==> config.mk <==
export PLATFORM = sky130hd
export DESIGN_NAME = fp_sqrt_iter
export DESIGN_NICKNAME = d
export VERILOG_FILES = /design/src/rtl/fp_sqrt_iter.sv
export SDC_FILE = /design/constraint.sdc
export NUM_CORES = 1
export LEC_CHECK = 0
export CORE_MARGIN = 2
export CORE_UTILIZATION = 55
export CTS_CLUSTER_DIAMETER = 30
export DETAILED_ROUTE_END_ITERATION = 8
export GPL_TIMING_DRIVEN = 0
export PLACE_DENSITY = 0.8
export SYNTH_ARGS = -nofsm -noshare
export SYNTH_HDL_FRONTEND = slang
export SYNTH_SLANG_ARGS = --single-unit
==> constraint.sdc <==
create_clock -name clk -period 10.5 [get_ports clk]
set_clock_uncertainty 0.05 [all_clocks]
set_input_delay 2.625 -clock clk [delete_from_list [all_inputs] [get_ports clk]]
set_output_delay 2.625 -clock clk [all_outputs]
set_load 0.01 [all_outputs]
==> src/rtl/fp_sqrt_iter.sv <==
// fp_sqrt_iter: multi-cycle IEEE-754 binary square root, round-to-nearest-even.
//
// Sits between operand issue and result writeback. The format is set by
// EXP_W/MANT_W (FP16 = 5/10, BF16 = 8/7, FP32 = 8/23). BITS_PER_CYCLE (1 or 2)
// sets how many root bits the restoring iteration produces per cycle.
//
// Ports:
//   clk          rising-edge clock
//   rst          synchronous active-high reset; aborts any operation in flight
//   in_valid     operand valid
//   in_ready     unit idle and able to accept (low while rst is high)
//   in_data      operand {sign, exp, frac}
//   out_valid    result valid, held until out_ready
//   out_ready    consumer accepts the result
//   out_data     result {sign, exp, frac}
//   out_invalid  invalid-operation flag (negative non-NaN operand)
//   out_inexact  result was rounded
//
// Latency: K+2 cycles for finite positive operands, where
// K = ceil((MANT_W+2)/BITS_PER_CYCLE). Specials take 1 cycle.
module fp_sqrt_iter #(
    parameter int EXP_W          = 5,
    parameter int MANT_W         = 10,
    parameter int BITS_PER_CYCLE = 1
) (
    input  logic                    clk,
    input  logic                    rst,
    input  logic                    in_valid,
    output logic                    in_ready,
    input  logic [EXP_W+MANT_W:0]   in_data,
    output logic                    out_valid,
    input  logic                    out_ready,
    output logic [EXP_W+MANT_W:0]   out_data,
    output logic                    out_invalid,
    output logic                    out_inexact
);

    localparam int W     = EXP_W + MANT_W + 1;
    localparam int RW    = MANT_W + 2;               // hidden + fraction + guard
    localparam int REMW  = MANT_W + 4;
    localparam int K     = (RW + BITS_PER_CYCLE - 1) / BITS_PER_CYCLE;
    localparam int STEPS = K * BITS_PER_CYCLE;
    localparam int RADW  = 2 * STEPS;
    localparam int CW    = $clog2(K) + 1;
    localparam int EW    = EXP_W + 2;
    localparam int LZW   = $clog2(MANT_W + 1);

    localparam logic signed [EW-1:0] BIAS = EW'((1 << (EXP_W - 1)) - 1);
    localparam logic [W-1:0] QNAN = {1'b1, {EXP_W{1'b1}}, 1'b1, {(MANT_W-1){1'b0}}};

    typedef enum logic [1:0] {
        IDLE,
        CALC,
        ROUND,
        DONE
    } state_t;

    state_t                 state;
    logic [CW-1:0]          cnt;
    logic [RADW-1:0]        rad_r;
    logic [REMW-1:0]        rem_r;
    logic [RW-1:0]          root_r;
    logic signed [EW-1:0]   rexp_r;

    assign in_ready = (state == IDLE) && !rst;

    // ------------------------------------------------------------------
    // Operand classification and normalisation
    // ------------------------------------------------------------------
    logic                   in_sign;
    logic [EXP_W-1:0]       in_exp;
    logic [MANT_W-1:0]      in_frac;
    logic                   exp_ones, exp_zero, frac_zero;
    logic                   is_nan, is_zero, is_inf, is_neg, is_special;
    logic [W-1:0]           special_data;
    logic                   special_invalid;

    assign in_sign   = in_data[W-1];
    assign in_exp    = in_data[W-2:MANT_W];
    assign in_frac   = in_data[MANT_W-1:0];
    assign exp_ones  = &in_exp;
    assign exp_zero  = ~|in_exp;
    assign frac_zero = ~|in_frac;

    assign is_nan          = exp_ones && !frac_zero;
    assign is_zero         = exp_zero && frac_zero;
    assign is_inf          = exp_ones && frac_zero;
    assign is_neg          = in_sign && !is_zero;
    assign is_special      = is_nan || is_zero || is_inf || is_neg;
    assign special_invalid = is_neg && !is_nan;
    // Zeros keep their sign; +inf passes through; everything else is NaN.
    assign special_data    = (is_nan || is_neg) ? QNAN : in_data;

    logic [LZW-1:0]         lz;
    logic                   lz_found;

    always_comb begin
        lz       = '0;
        lz_found = 1'b0;
        for (int unsigned i = 0; i < MANT_W; i++) begin
            if (!lz_found) begin
                if (in_frac[MANT_W-1-i]) begin
                    lz_found = 1'b1;
                end else begin
                    lz = lz + 1'b1;
                end
            end
        end
    end

    logic [LZW:0]           sub_shamt;
    logic [MANT_W:0]        norm_sig;
    logic signed [EW-1:0]   norm_e;
    logic signed [EW-1:0]   norm_half;
    logic [2*RW-1:0]        rad_init;

    assign sub_shamt = {1'b0, lz} + 1'b1;

    always_comb begin
        if (exp_zero) begin
            // Subnormal: the leading one lands in the hidden-bit position.
            norm_sig = {1'b0, in_frac} << sub_shamt;
            norm_e   = -BIAS - $signed({{(EW-LZW){1'b0}}, lz});
        end else begin
            norm_sig = {1'b1, in_frac};
            norm_e   = $signed({2'b00, in_exp}) - BIAS;
        end
    end

    // An odd exponent folds one factor of two into the significand; the
    // arithmetic shift then gives the same halved exponent either way.
    assign norm_half = norm_e >>> 1;
    assign rad_init  = norm_e[0] ? {norm_sig, 1'b0, {RW{1'b0}}}
                                 : {1'b0, norm_sig, {RW{1'b0}}};

    // ------------------------------------------------------------------
    // Restoring square-root steps, BITS_PER_CYCLE chained per cycle.
    // The radicand is zero-extended at the top to a whole number of
    // cycles; leading zero pairs only shift a zero through the root.
    // ------------------------------------------------------------------
    logic [REMW-1:0]        rem_v;
    logic [RW-1:0]          root_v;
    logic [RADW-1:0]        rad_v;
    logic [REMW-1:0]        rem_sh;
    logic [REMW-1:0]        trial;

    always_comb begin
        rem_v  = rem_r;
        root_v = root_r;
        rad_v  = rad_r;
        rem_sh = '0;
        trial  = '0;
        for (int unsigned s = 0; s < BITS_PER_CYCLE; s++) begin
            rem_sh = {rem_v[REMW-3:0], rad_v[RADW-1 -: 2]};
            rad_v  = rad_v << 2;
            trial  = {root_v, 2'b01};
            if (rem_sh >= trial) begin
                rem_v  = rem_sh - trial;
                root_v = {root_v[RW-2:0], 1'b1};
            end else begin
                rem_v  = rem_sh;
                root_v = {root_v[RW-2:0], 1'b0};
            end
        end
    end

    // ------------------------------------------------------------------
    // Round to nearest even
    // ------------------------------------------------------------------
    logic                   guard, sticky, round_up, carry;
    logic [MANT_W:0]        frac_sum;
    logic signed [EW-1:0]   rnd_exp;
    logic [W-1:0]           rnd_data;

    assign guard    = root_r[0];
    assign sticky   = |rem_r;
    assign round_up = guard && (sticky || root_r[1]);
    assign frac_sum = {1'b0, root_r[MANT_W:1]} + {{MANT_W{1'b0}}, round_up};
    assign carry    = frac_sum[MANT_W];
    assign rnd_exp  = rexp_r + BIAS + $signed({{(EW-1){1'b0}}, carry});
    assign rnd_data = {1'b0, rnd_exp[EXP_W-1:0], frac_sum[MANT_W-1:0]};

    // ------------------------------------------------------------------
    // Control
    // ------------------------------------------------------------------
    always_ff @(posedge clk) begin
        if (rst) begin
            state       <= IDLE;
            cnt         <= '0;
            rad_r       <= '0;
            rem_r       <= '0;
            root_r      <= '0;
            rexp_r      <= '0;
            out_valid   <= 1'b0;
            out_data    <= '0;
            out_invalid <= 1'b0;
            out_inexact <= 1'b0;
        end else begin
            case (state)
                IDLE: begin
                    if (in_valid) begin
                        if (is_special) begin
                            out_data    <= special_data;
                            out_invalid <= special_invalid;
                            out_inexact <= 1'b0;
                            out_valid   <= 1'b1;
                            state       <= DONE;
                        end else begin
                            rad_r  <= RADW'(rad_init);
                            rem_r  <= '0;
                            root_r <= '0;
                            rexp_r <= norm_half;
                            cnt    <= '0;
                            state  <= CALC;
                        end
                    end
                end
                CALC: begin
                    rad_r  <= rad_v;
                    rem_r  <= rem_v;
                    root_r <= root_v;
                    cnt    <= cnt + 1'b1;
                    if (cnt == CW'(K - 1)) begin
                        state <= ROUND;
                    end
                end
                ROUND: begin
                    out_data    <= rnd_data;
                    out_invalid <= 1'b0;
                    out_inexact <= guard || sticky;
                    out_valid   <= 1'b1;
                    state       <= DONE;
                end
                DONE: begin
                    if (out_ready) begin
                        out_valid <= 1'b0;
                        state     <= IDLE;
                    end
                end
                default: state <= IDLE;
            endcase
        end
    end

endmodule

==> flow_metrics.py, run 1 <==
metrics = {
    "clock_network": {
        "numCtsBuffers": 9,
        "cts_resized": 0,
        "cts_max_level": 3,
        "ctsHoldBuffers": 0,
        "cts.clk_slew.worst_paths_ns": 0.07,
        "cts_tree": "yes",
        "cts-root-buf": "clkbuf_8",
        "cts.sinks": 69,
        "post_cts_buffers": 0,
        "clock_latency_ns": 0.36,
        "cts.path.max_buffers": 2,
    },
    "sta": {
        "rsz0062_at_grt": "no",
        "fmax_mhz": 104,
        "worst_slew_pin_slew_ns": 1.34,
        "period_needed_ns": 9.62,
        "slew-limit-headroom_pct": 8.63,
        "layout_worst_path_cycle_share_pct": 91.6,
        "finalSetupTns_ns": 0,
        "finalSetupViolations": 0,
        "maxSlewViolCount": 0,
        "finalHoldViolations": 0,
    },
    "cells_and_area": {
        "drive_above_1_share_pct": 6.15,
        "synthToLayoutAreaGrowth_pct": 13.5,
        "postLayoutCellArea_mm2": 0.00627,
        "antenna_cells": 0,
        "nets": 834,
        "fin_cells": 914,
    },
    "yosys": {
        "ys_seq_area_share_pct": 25.0,
        "synth_top_family_by_area": "simple AND/OR/NAND/NOR gates",
        "postSynthCellCount": 729,
        "synth_edf_count": 0,
        "ys.flop_type": "dfxtp_1",
        "synth_nets": 787,
        "synth_compound_area_share_pct": 22.6,
        "synthSimpleGateAreaFrac_pct": 24.8,
        "synthMuxAreaShare_pct": 6.05,
        "async_flop_share_pct": 0,
        "synth_area_mm2": 0.00553,
        "ys_types": 76,
        "synth_xor_area_share_pct": 7.00,
        "ys_ff_latch": 69,
        "synth_warnings": 0,
        "syn_area_per_cell_um2": 7.58,
        "synthAdderAreaFrac_pct": 8.61,
    },
    "setup_path": {
        "path_delay_family": "simple AND/OR/NAND/NOR gates",
        "critPathKind": "input pin to flip-flop",
        "max_stage_delay_ns": 0.56,
        "critPathSlowestCell": "or4b_1",
        "crit_buf_inv": 6,
        "cpMostUsedCell": "ha_1",
        "worstPathRequired_ns": 10.72,
        "endpoint_kind": "flip-flop",
        "crit_path_start_kind": "input pin",
        "cp_max_fo": 10,
        "crit_arrival_ns": 9.84,
    },
    "detailed_routing": {
        "antenna_left": 0,
        "via_per_inst": 6.09,
        "dr.pass1.iters": 5,
        "drt-initial-drc-count": 315,
        "vias": 5565,
        "wirelength_mm": 15.3,
        "drc": 0,
        "wire_per_inst_um": 16.8,
    },
    "global_routing": {
        "grt_max_degree": 12,
        "grt_pass1_vias": 5228,
        "grt_overflow": 0,
        "grt_pass1_wl_mm": 25.2,
        "track_usage_pct": 28.2,
        "antenna_found_initial": 0,
    },
    "die": {
        "dieHeight_um": 104,
        "core_mm2": 0.00977,
        "rows": 36,
        "die_area_mm2": 0.0109,
        "die-width_um": 104,
        "start_util_pct": 56.5,
        "ioPinCount": 40,
    },
    "pwr": {
        "seq_power_share_pct": 24.3,
        "p_switching_uw": 579,
        "swShare_pct": 42.8,
        "p_leak_uw": 0.00249,
        "p_per_area_mw_per_mm2": 215,
        "clock_power_share_pct": 17.1,
        "internal_power_uw": 772,
        "pwr-share-comb_pct": 58.6,
        "p_total_uw": 1350,
        "vdd_ir_drop_max_uv": 175,
    },
    "place": {
        "dpl-instance-area_mm2": 0.00606,
        "portBuffers": 36,
        "hpwl_mm": 11.9,
        "dp.cells": 898,
        "gp_congestion": 0.918,
    },
    "job": {
        "cap_viol_max_count": 0,
    },
    "hold_path": {
        "hp-class": "flip-flop to flip-flop",
    },
    "run_status": {
        "status": "completed",
    },
}
## registers in the layout (all words and copies together), names as in the netlist
signal,flops
cnt,5
out_data,16
out_inexact,1
out_invalid,1
out_valid,1
rad_r,12
rem_r,14
rexp_r,5
root_r,12
state,2
## routing by layer
| layer | wire [um] | vias to the layer above | global-route usage, % |
|---|---|---|---|
| met3 | 891 | 35 | 4.20 |
| li1 | - | 2705 | - |
| met2 | 7270 | 213 | 48.5 |
| met4 | 389 | 0 | 10.3 |
| met1 | 6770 | 2612 | 35.7 |
| met5 | 0 | - | 0 |
## cell usage in the layout, fill, tap and decap left out, types with 7 or more instances in the layout
cell	count
o21ai_0	22
xor2_1	9
clkbuf_1	32
clkdlybuf4s50_1	36
nor3_1	12
nor2b_1	10
a2bb2oi_1	11
nor2_1	69
a21o_1	11
nand3_1	45
o22ai_1	11
buf_2	8
inv_1	39
xnor2_1	28
clkbuf_8	12
nand4_1	7
nand2_1	82
and3_1	11
mux2i_1	30
dfxtp_1	69
o211ai_1	8
ha_1	38
a21oi_1	72
## worst paths after layout
kind                                  from                        to  slack [ns]  depth (start not counted)
setup / recovery                in_data[9]    rad_r[17]$_SDFFE_PP0P_        0.88                         27
hold / removal    out_data[5]$_SDFFE_PP0P_  out_data[5]$_SDFFE_PP0P_        0.40                          2
setup reg to reg    root_r[3]$_SDFFE_PP0P_    rem_r[12]$_SDFFE_PP0P_        6.38                         13
hold reg to reg   out_data[5]$_SDFFE_PP0P_  out_data[5]$_SDFFE_PP0P_        0.40                          2
## synthesized netlist by cell type, types with 8 or more instances
cell	instances	area [um2]
a21o_1	11	82.6
a21oi_1	72	360
a2bb2oi_1	11	96.3
and3_1	11	68.8
buf_2	8	40.0
clkbuf_1	31	116
dfxtp_1	69	1380
ha_1	38	475
inv_1	39	146
mux2i_1	30	300
nand2_1	82	308
nand3_1	45	225
nor2_1	69	259
nor2b_1	10	62.6
nor3_1	12	60.1
o211ai_1	8	60.1
o21ai_0	22	110
o22ai_1	11	68.8
xnor2_1	28	245
xor2_1	9	78.8
## worst min-delay path: cells and delay by family, from the launching register on
family           cells  cell delay (ns)
AO/OA/AOI/OAI        1             0.05
AND/OR/NAND/NOR      1             0.05
flip-flops           1             0.31
## stage by stage
step	hold WS [ns]	utilization (%)	setup slack [ns]
2_1_floorplan	0.367	-	1.88
3_3_place_gp	0.388	61.9	0.769
3_5_place_dp	0.393	62.0	0.648
4_1_cts	0.402	64.1	0.981
5_1_grt	0.423	64.1	0.546
6_report	0.401	64.1	0.879
## power groups by stage
stage	Sequential, uW	Clock [uW]	Combinational, uW
floorplan	330	0	597
global route	333	243	868
global placement	332	0	759
CTS	328	234	781
detailed placement	333	0	772
finish	329	231	792
## area by class of cell
type                       count  area [um2]
clock buffer                  13         169
tap                          133         166
fill                         889        3500
clock inverter                 3        42.5
multi-input combinational    577        3820
timing repair buffer          36         360
sequential                    69        1380
inverter                      41         154
buffer                        42         179
## cell families (layout without fill, tap and decap cells)
| kind of cell | Yosys count | count (layout) |
|---|---|---|
| AOI/OAI and AO/OA | 188 | 188 |
| xor gates and xnor gates | 40 | 40 |
| muxes | 32 | 32 |
| buffers and inverters | 83 | 135 |
| adders and majority gates | 38 | 38 |
| and+or+nand+nor | 279 | 279 |
| DFF | 69 | 69 |
Power figures use the tool's default switching activity.
==> inputs of run 2 (changes only) <==
--- a/config.mk
+++ b/config.mk
@@ -5,7 +5,6 @@
 export SDC_FILE = /design/constraint.sdc
 export NUM_CORES = 1
 export LEC_CHECK = 0
-export CORE_MARGIN = 2
 export CORE_UTILIZATION = 55
 export CTS_CLUSTER_DIAMETER = 30
 export DETAILED_ROUTE_END_ITERATION = 8
==> flow_metrics.py, run 2 (synthesis gave the netlist of run 1 again) <==
metrics = {
    "detailed_routing": {
        "wl_met2_mm": 7.57,
        "drc": 0,
        "wl_met1_mm": 6.57,
        "dr.pass1.iters": 5,
        "antenna_left": 0,
        "vias": 5552,
        "via_per_inst": 6.07,
        "wire_per_inst_um": 16.9,
        "route.met3.wl_um": 809,
        "top_layer_used": "met4",
        "drt-initial-drc-count": 306,
        "wirelength_mm": 15.5,
    },
    "cells_and_area": {
        "largest_reg_flops": 16,
        "reg.largest.list": "out_data x16, rem_r x14",
        "layout_commonest_cell": "nand2_1",
        "antenna_cells": 0,
        "nets": 835,
        "drive_above_1_share_pct": 6.27,
        "layout_common_cells": "82 x nand2_1, 72 x a21oi_1, 69 x nor2_1, 69 x dfxtp_1, 45 x nand3_1",
        "nFillCells": 879,
        "synthToLayoutAreaGrowth_pct": 12.8,
        "regMostFlops": "out_data",
    },
    "die": {
        "start_util_pct": 56.5,
        "ioPinCount": 40,
        "core_mm2": 0.00977,
        "die-width_um": 102,
        "rows": 36,
        "dieHeight_um": 102,
        "die_area_mm2": 0.0105,
    },
    "job": {
        "cap_viol_max_count": 0,
    },
    "setup_path": {
        "endpoint_kind": "flip-flop",
        "critPathSlowestCell": "or4b_1",
        "crit_path_start_kind": "input pin",
        "reg2reg_from": "root_r[0]$_SDFFE_PP0P_",
        "crit_end": "rad_r[20]$_SDFFE_PP0P_",
        "critPathKind": "input pin to flip-flop",
        "cp_max_fo": 10,
        "max_stage_delay_ns": 0.56,
        "worstPathRequired_ns": 10.72,
        "r2r_setup_slack_ns": 6.45,
        "rr_endpoint": "rem_r[9]$_SDFFE_PP0P_",
        "cp-startpoint": "in_data[9]",
        "cpMostUsedCell": "ha_1",
        "rr_worst_depth": 13,
        "crit_arrival_ns": 9.92,
    },
    "sta": {
        "slew-limit-headroom_pct": 22.4,
        "period_needed_ns": 9.70,
        "worst_slew_pin_slew_ns": 1.13,
        "layout_worst_path_cycle_share_pct": 92.4,
        "finalHoldViolations": 0,
        "finalSetupTns_ns": 0,
        "maxSlewViolCount": 0,
        "fmax_mhz": 103,
        "finalSetupViolations": 0,
        "holdWs_ns": 0.404,
        "rsz0062_at_grt": "no",
    },
    "clock_network": {
        "cts-root-buf": "clkbuf_8",
        "cts.sinks": 69,
        "cts_resized": 0,
        "post_cts_buffers": 0,
        "cts_tree": "yes",
        "cts_max_level": 3,
        "numCtsBuffers": 9,
        "clock_latency_ns": 0.36,
        "cts.clk_slew.worst_paths_ns": 0.07,
        "ctsHoldBuffers": 0,
        "cts.path.max_buffers": 2,
    },
    "global_routing": {
        "grt_max_degree": 13,
        "grt_pass1_wl_mm": 24.8,
        "track_usage_pct": 30.6,
        "grt_overflow": 0,
        "grt_pass1_vias": 5132,
        "antenna_found_initial": 0,
    },
    "run_status": {
        "status": "completed",
    },
    "place": {
        "portBuffers": 36,
        "gp_congestion": 0.929,
        "hpwl_mm": 12.0,
    },
    "pwr": {
        "p_per_area_mw_per_mm2": 211,
        "p_leak_uw": 0.00247,
        "vdd_ir_drop_max_uv": 174,
    },
    "hold_path": {
        "hp-class": "flip-flop to flip-flop",
    },
}
run 2: metrics by stage:
| step | cells | total power (uW) | setup slack, ns | area, um2 | util (%) |
|---|---|---|---|---|---|
| floorplan | 729 | 927 | 1.88 | 5530 | - |
| global placement | 898 | 1090 | 0.712 | 6050 | 61.9 |
| detailed placement | 899 | 1110 | 0.516 | 6060 | 62.0 |
| CTS | 915 | 1310 | 0.879 | 6230 | 63.8 |
| global route | 915 | 1400 | 0.463 | 6230 | 63.8 |
| finish | 915 | 1310 | 0.799 | 6230 | 63.8 |
run 2: worst min-delay path by stage:
stage                         startpoint                         to  slack, ns  cells after the start
6_report       out_data[13]$_SDFFE_PP0P_  out_data[13]$_SDFFE_PP0P_       0.40                      2
5_1_grt        out_data[12]$_SDFFE_PP0P_  out_data[12]$_SDFFE_PP0P_       0.43                      2
4_1_cts         out_data[5]$_SDFFE_PP0P_   out_data[5]$_SDFFE_PP0P_       0.41                      2
3_5_place_dp      rad_r[13]$_SDFFE_PP0P_     rad_r[13]$_SDFFE_PP0P_       0.39                      2
3_3_place_gp      rem_r[13]$_SDFFE_PP0P_     rem_r[13]$_SDFFE_PP0P_       0.39                      2
2_1_floorplan     rad_r[13]$_SDFFE_PP0P_     rad_r[13]$_SDFFE_PP0P_       0.37                      2
run 2: critical path, delay by kind of cell:
family	cells	cell delay, ns
AO/OA/AOI/OAI	6	1.51
buffers and inverters	6	1.48
AND/OR/NAND/NOR	7	2.11
XOR/XNOR	3	0.82
adder cells (fa/ha/maj)	5	1.38
run 2: final cells by class:
cell class / count / area [um2] / share of cell area, %
flip-flops and latches: 69 / 1380 / 22.2
clock buffers: 10 / 138 / 2.21
plain buffers: 42 / 179 / 2.87
multi-input cells: 577 / 3810 / 61.1
well taps: 133 / 166 / 2.67
repair buffers: 37 / 365 / 5.86
inverters: 41 / 154 / 2.47
clock inverters: 6 / 38.8 / 0.622
run 2: where the power goes:
part           internal [uW]  switching, uW  leakage, uW
registers                298           31.7     0.000560
logic                    346            442      0.00182
clock network           91.1            106    0.0000880
total                    735            580      0.00247
run 2: routing by layer:
metal	GRT usage (%)	vias up
met4	15.9	0
met3	4.45	43
li1	-	2705
met5	0	-
met2	52.3	191
met1	37.3	2613
==> inputs of run 3 (changes only) <==
--- a/config.mk
+++ b/config.mk
@@ -8,7 +8,7 @@
 export CORE_UTILIZATION = 55
 export CTS_CLUSTER_DIAMETER = 30
 export DETAILED_ROUTE_END_ITERATION = 8
-export GPL_TIMING_DRIVEN = 0
+export GPL_TIMING_DRIVEN = 1
 export PLACE_DENSITY = 0.8
 export SYNTH_ARGS = -nofsm -noshare
 export SYNTH_HDL_FRONTEND = slang
==> flow_metrics.py, run 3 (synthesis gave the netlist of run 1 again) <==
metrics = {
    "run_status": {
        "status": "completed",
    },
    "sta": {
        "layout_worst_path_cycle_share_pct": 91.8,
        "maxSlewViolCount": 0,
        "rsz0062_at_grt": "no",
        "period_needed_ns": 9.64,
        "finalSetupViolations": 0,
        "finalHoldViolations": 0,
        "finalSetupTns_ns": 0,
        "worst_slew_pin_slew_ns": 0.875,
        "slew-limit-headroom_pct": 40.2,
        "fmax_mhz": 104,
    },
    "detailed_routing": {
        "wirelength_mm": 14.5,
        "drt-initial-drc-count": 342,
        "wire_per_inst_um": 16.4,
        "via_per_inst": 6.08,
        "antenna_left": 0,
        "dr.pass1.iters": 7,
        "drc": 0,
        "vias": 5371,
    },
    "place": {
        "portBuffers": 39,
        "dp.cells": 867,
        "gp_congestion": 0.918,
        "hpwl_mm": 10.6,
    },
    "cells_and_area": {
        "drive_above_1_share_pct": 6.40,
        "nets": 803,
        "reg.largest.list": "out_data x16, rem_r x14",
        "regMostFlops": "out_data",
        "regArea_mm2": 0.00138,
        "fin_cells": 883,
        "multi_input_area_mm2": 0.00384,
        "antenna_cells": 0,
        "synthToLayoutAreaGrowth_pct": 11.2,
        "largest_reg_flops": 16,
        "layout_commonest_cell": "nand2_1",
        "nFillCells": 882,
        "layout_common_cells": "82 x nand2_1, 71 x a21oi_1, 69 x nor2_1, 69 x dfxtp_1, 45 x nand3_1",
    },
    "clock_network": {
        "numCtsBuffers": 9,
        "clock_latency_ns": 0.36,
        "cts.sinks": 69,
        "cts_tree": "yes",
        "cts.clk_slew.worst_paths_ns": 0.07,
        "cts.path.max_buffers": 2,
        "cts_resized": 0,
        "post_cts_buffers": 0,
        "cts_max_level": 3,
        "ctsHoldBuffers": 0,
        "cts-root-buf": "clkbuf_8",
    },
    "die": {
        "die-width_um": 102,
        "dieHeight_um": 102,
        "core_mm2": 0.00977,
        "ioPinCount": 40,
        "start_util_pct": 56.5,
        "rows": 36,
        "die_area_mm2": 0.0105,
    },
    "global_routing": {
        "grt_max_degree": 70,
        "grt_pass1_wl_mm": 23.7,
        "grt_pass1_vias": 4877,
        "grt_overflow": 0,
        "track_usage_pct": 28.8,
        "antenna_found_initial": 0,
    },
    "setup_path": {
        "critPathSlowestCell": "or4b_1",
        "crit_arrival_ns": 9.86,
        "cp_max_fo": 12,
        "worstPathRequired_ns": 10.72,
        "endpoint_kind": "flip-flop",
        "critPathKind": "input pin to flip-flop",
        "cpMostUsedCell": "ha_1",
        "max_stage_delay_ns": 0.74,
        "crit_path_start_kind": "input pin",
    },
    "pwr": {
        "p_per_area_mw_per_mm2": 211,
        "vdd_ir_drop_max_uv": 112,
        "p_leak_uw": 0.00244,
    },
    "job": {
        "cap_viol_max_count": 0,
    },
    "hold_path": {
        "hp-class": "flip-flop to flip-flop",
    },
}
-- run 3: cell count changes in the layout (fill, tap and decap cells not counted), moves of 2 or more --
cell,delta
buf_4,+7
clkbuf_1,-29
clkdlybuf4s50_1,+2
buf_2,-8
-- run 3: worst max-delay path, delay by kind of cell --
family | cells | cell delay [ns]
fa+ha+maj | 5 | 1.42
xor+xnor | 2 | 0.53
compound gates | 7 | 1.97
simple gates | 8 | 2.50
buf+inv | 3 | 0.79
-- run 3: cell type report --
class	instances	area share, %
clock inverter	5	0.448
sequential	69	22.5
tap	133	2.71
timing repair buffer	47	7.25
inverter	41	2.51
multi-input combinational	577	62.5
clock buffer	11	2.14
-- run 3: path summary, 6_finish.rpt --
check	start	endpoint	slack [ns]	depth (start not counted)
max	in_data[8]	rad_r[20]$_SDFFE_PP0P_	0.86	25
min	out_data[2]$_SDFFE_PP0P_	out_data[2]$_SDFFE_PP0P_	0.40	2
max reg2reg	root_r[3]$_SDFFE_PP0P_	rem_r[3]$_SDFFE_PP0P_	7.09	13
min reg2reg	out_data[2]$_SDFFE_PP0P_	out_data[2]$_SDFFE_PP0P_	0.40	2
-- run 3: per-stage QoR --
step           instance area (um2)  util, %  setup slack, ns  hold WS [ns]  power, uW
2_1_floorplan                 5530        -             1.88         0.367        927
3_3_place_gp                  5980     61.2             1.04         0.388       1080
3_5_place_dp                  5980     61.2            0.655         0.395       1100
4_1_cts                       6140     62.8             1.03         0.404       1290
5_1_grt                       6140     62.8            0.523         0.427       1390
6_report                      6140     62.8            0.857         0.398       1300
-- run 3: routing by layer --
| metal | up-vias | global-route usage (%) | share of wire (%) |
|---|---|---|---|
| met5 | - | 0 | 0 |
| met4 | 0 | 10.0 | 1.6 |
| met3 | 21 | 4.72 | 5.0 |
| met2 | 158 | 46.9 | 48 |
| met1 | 2548 | 38.5 | 46 |
| li1 | 2644 | - | - |
-- run 3: power breakdown --
part | switching (uW) | total (uW) | internal, uW
Sequential | 29.4 | 327 | 298
Combinational | 431 | 785 | 354
Clock | 103 | 187 | 84.1
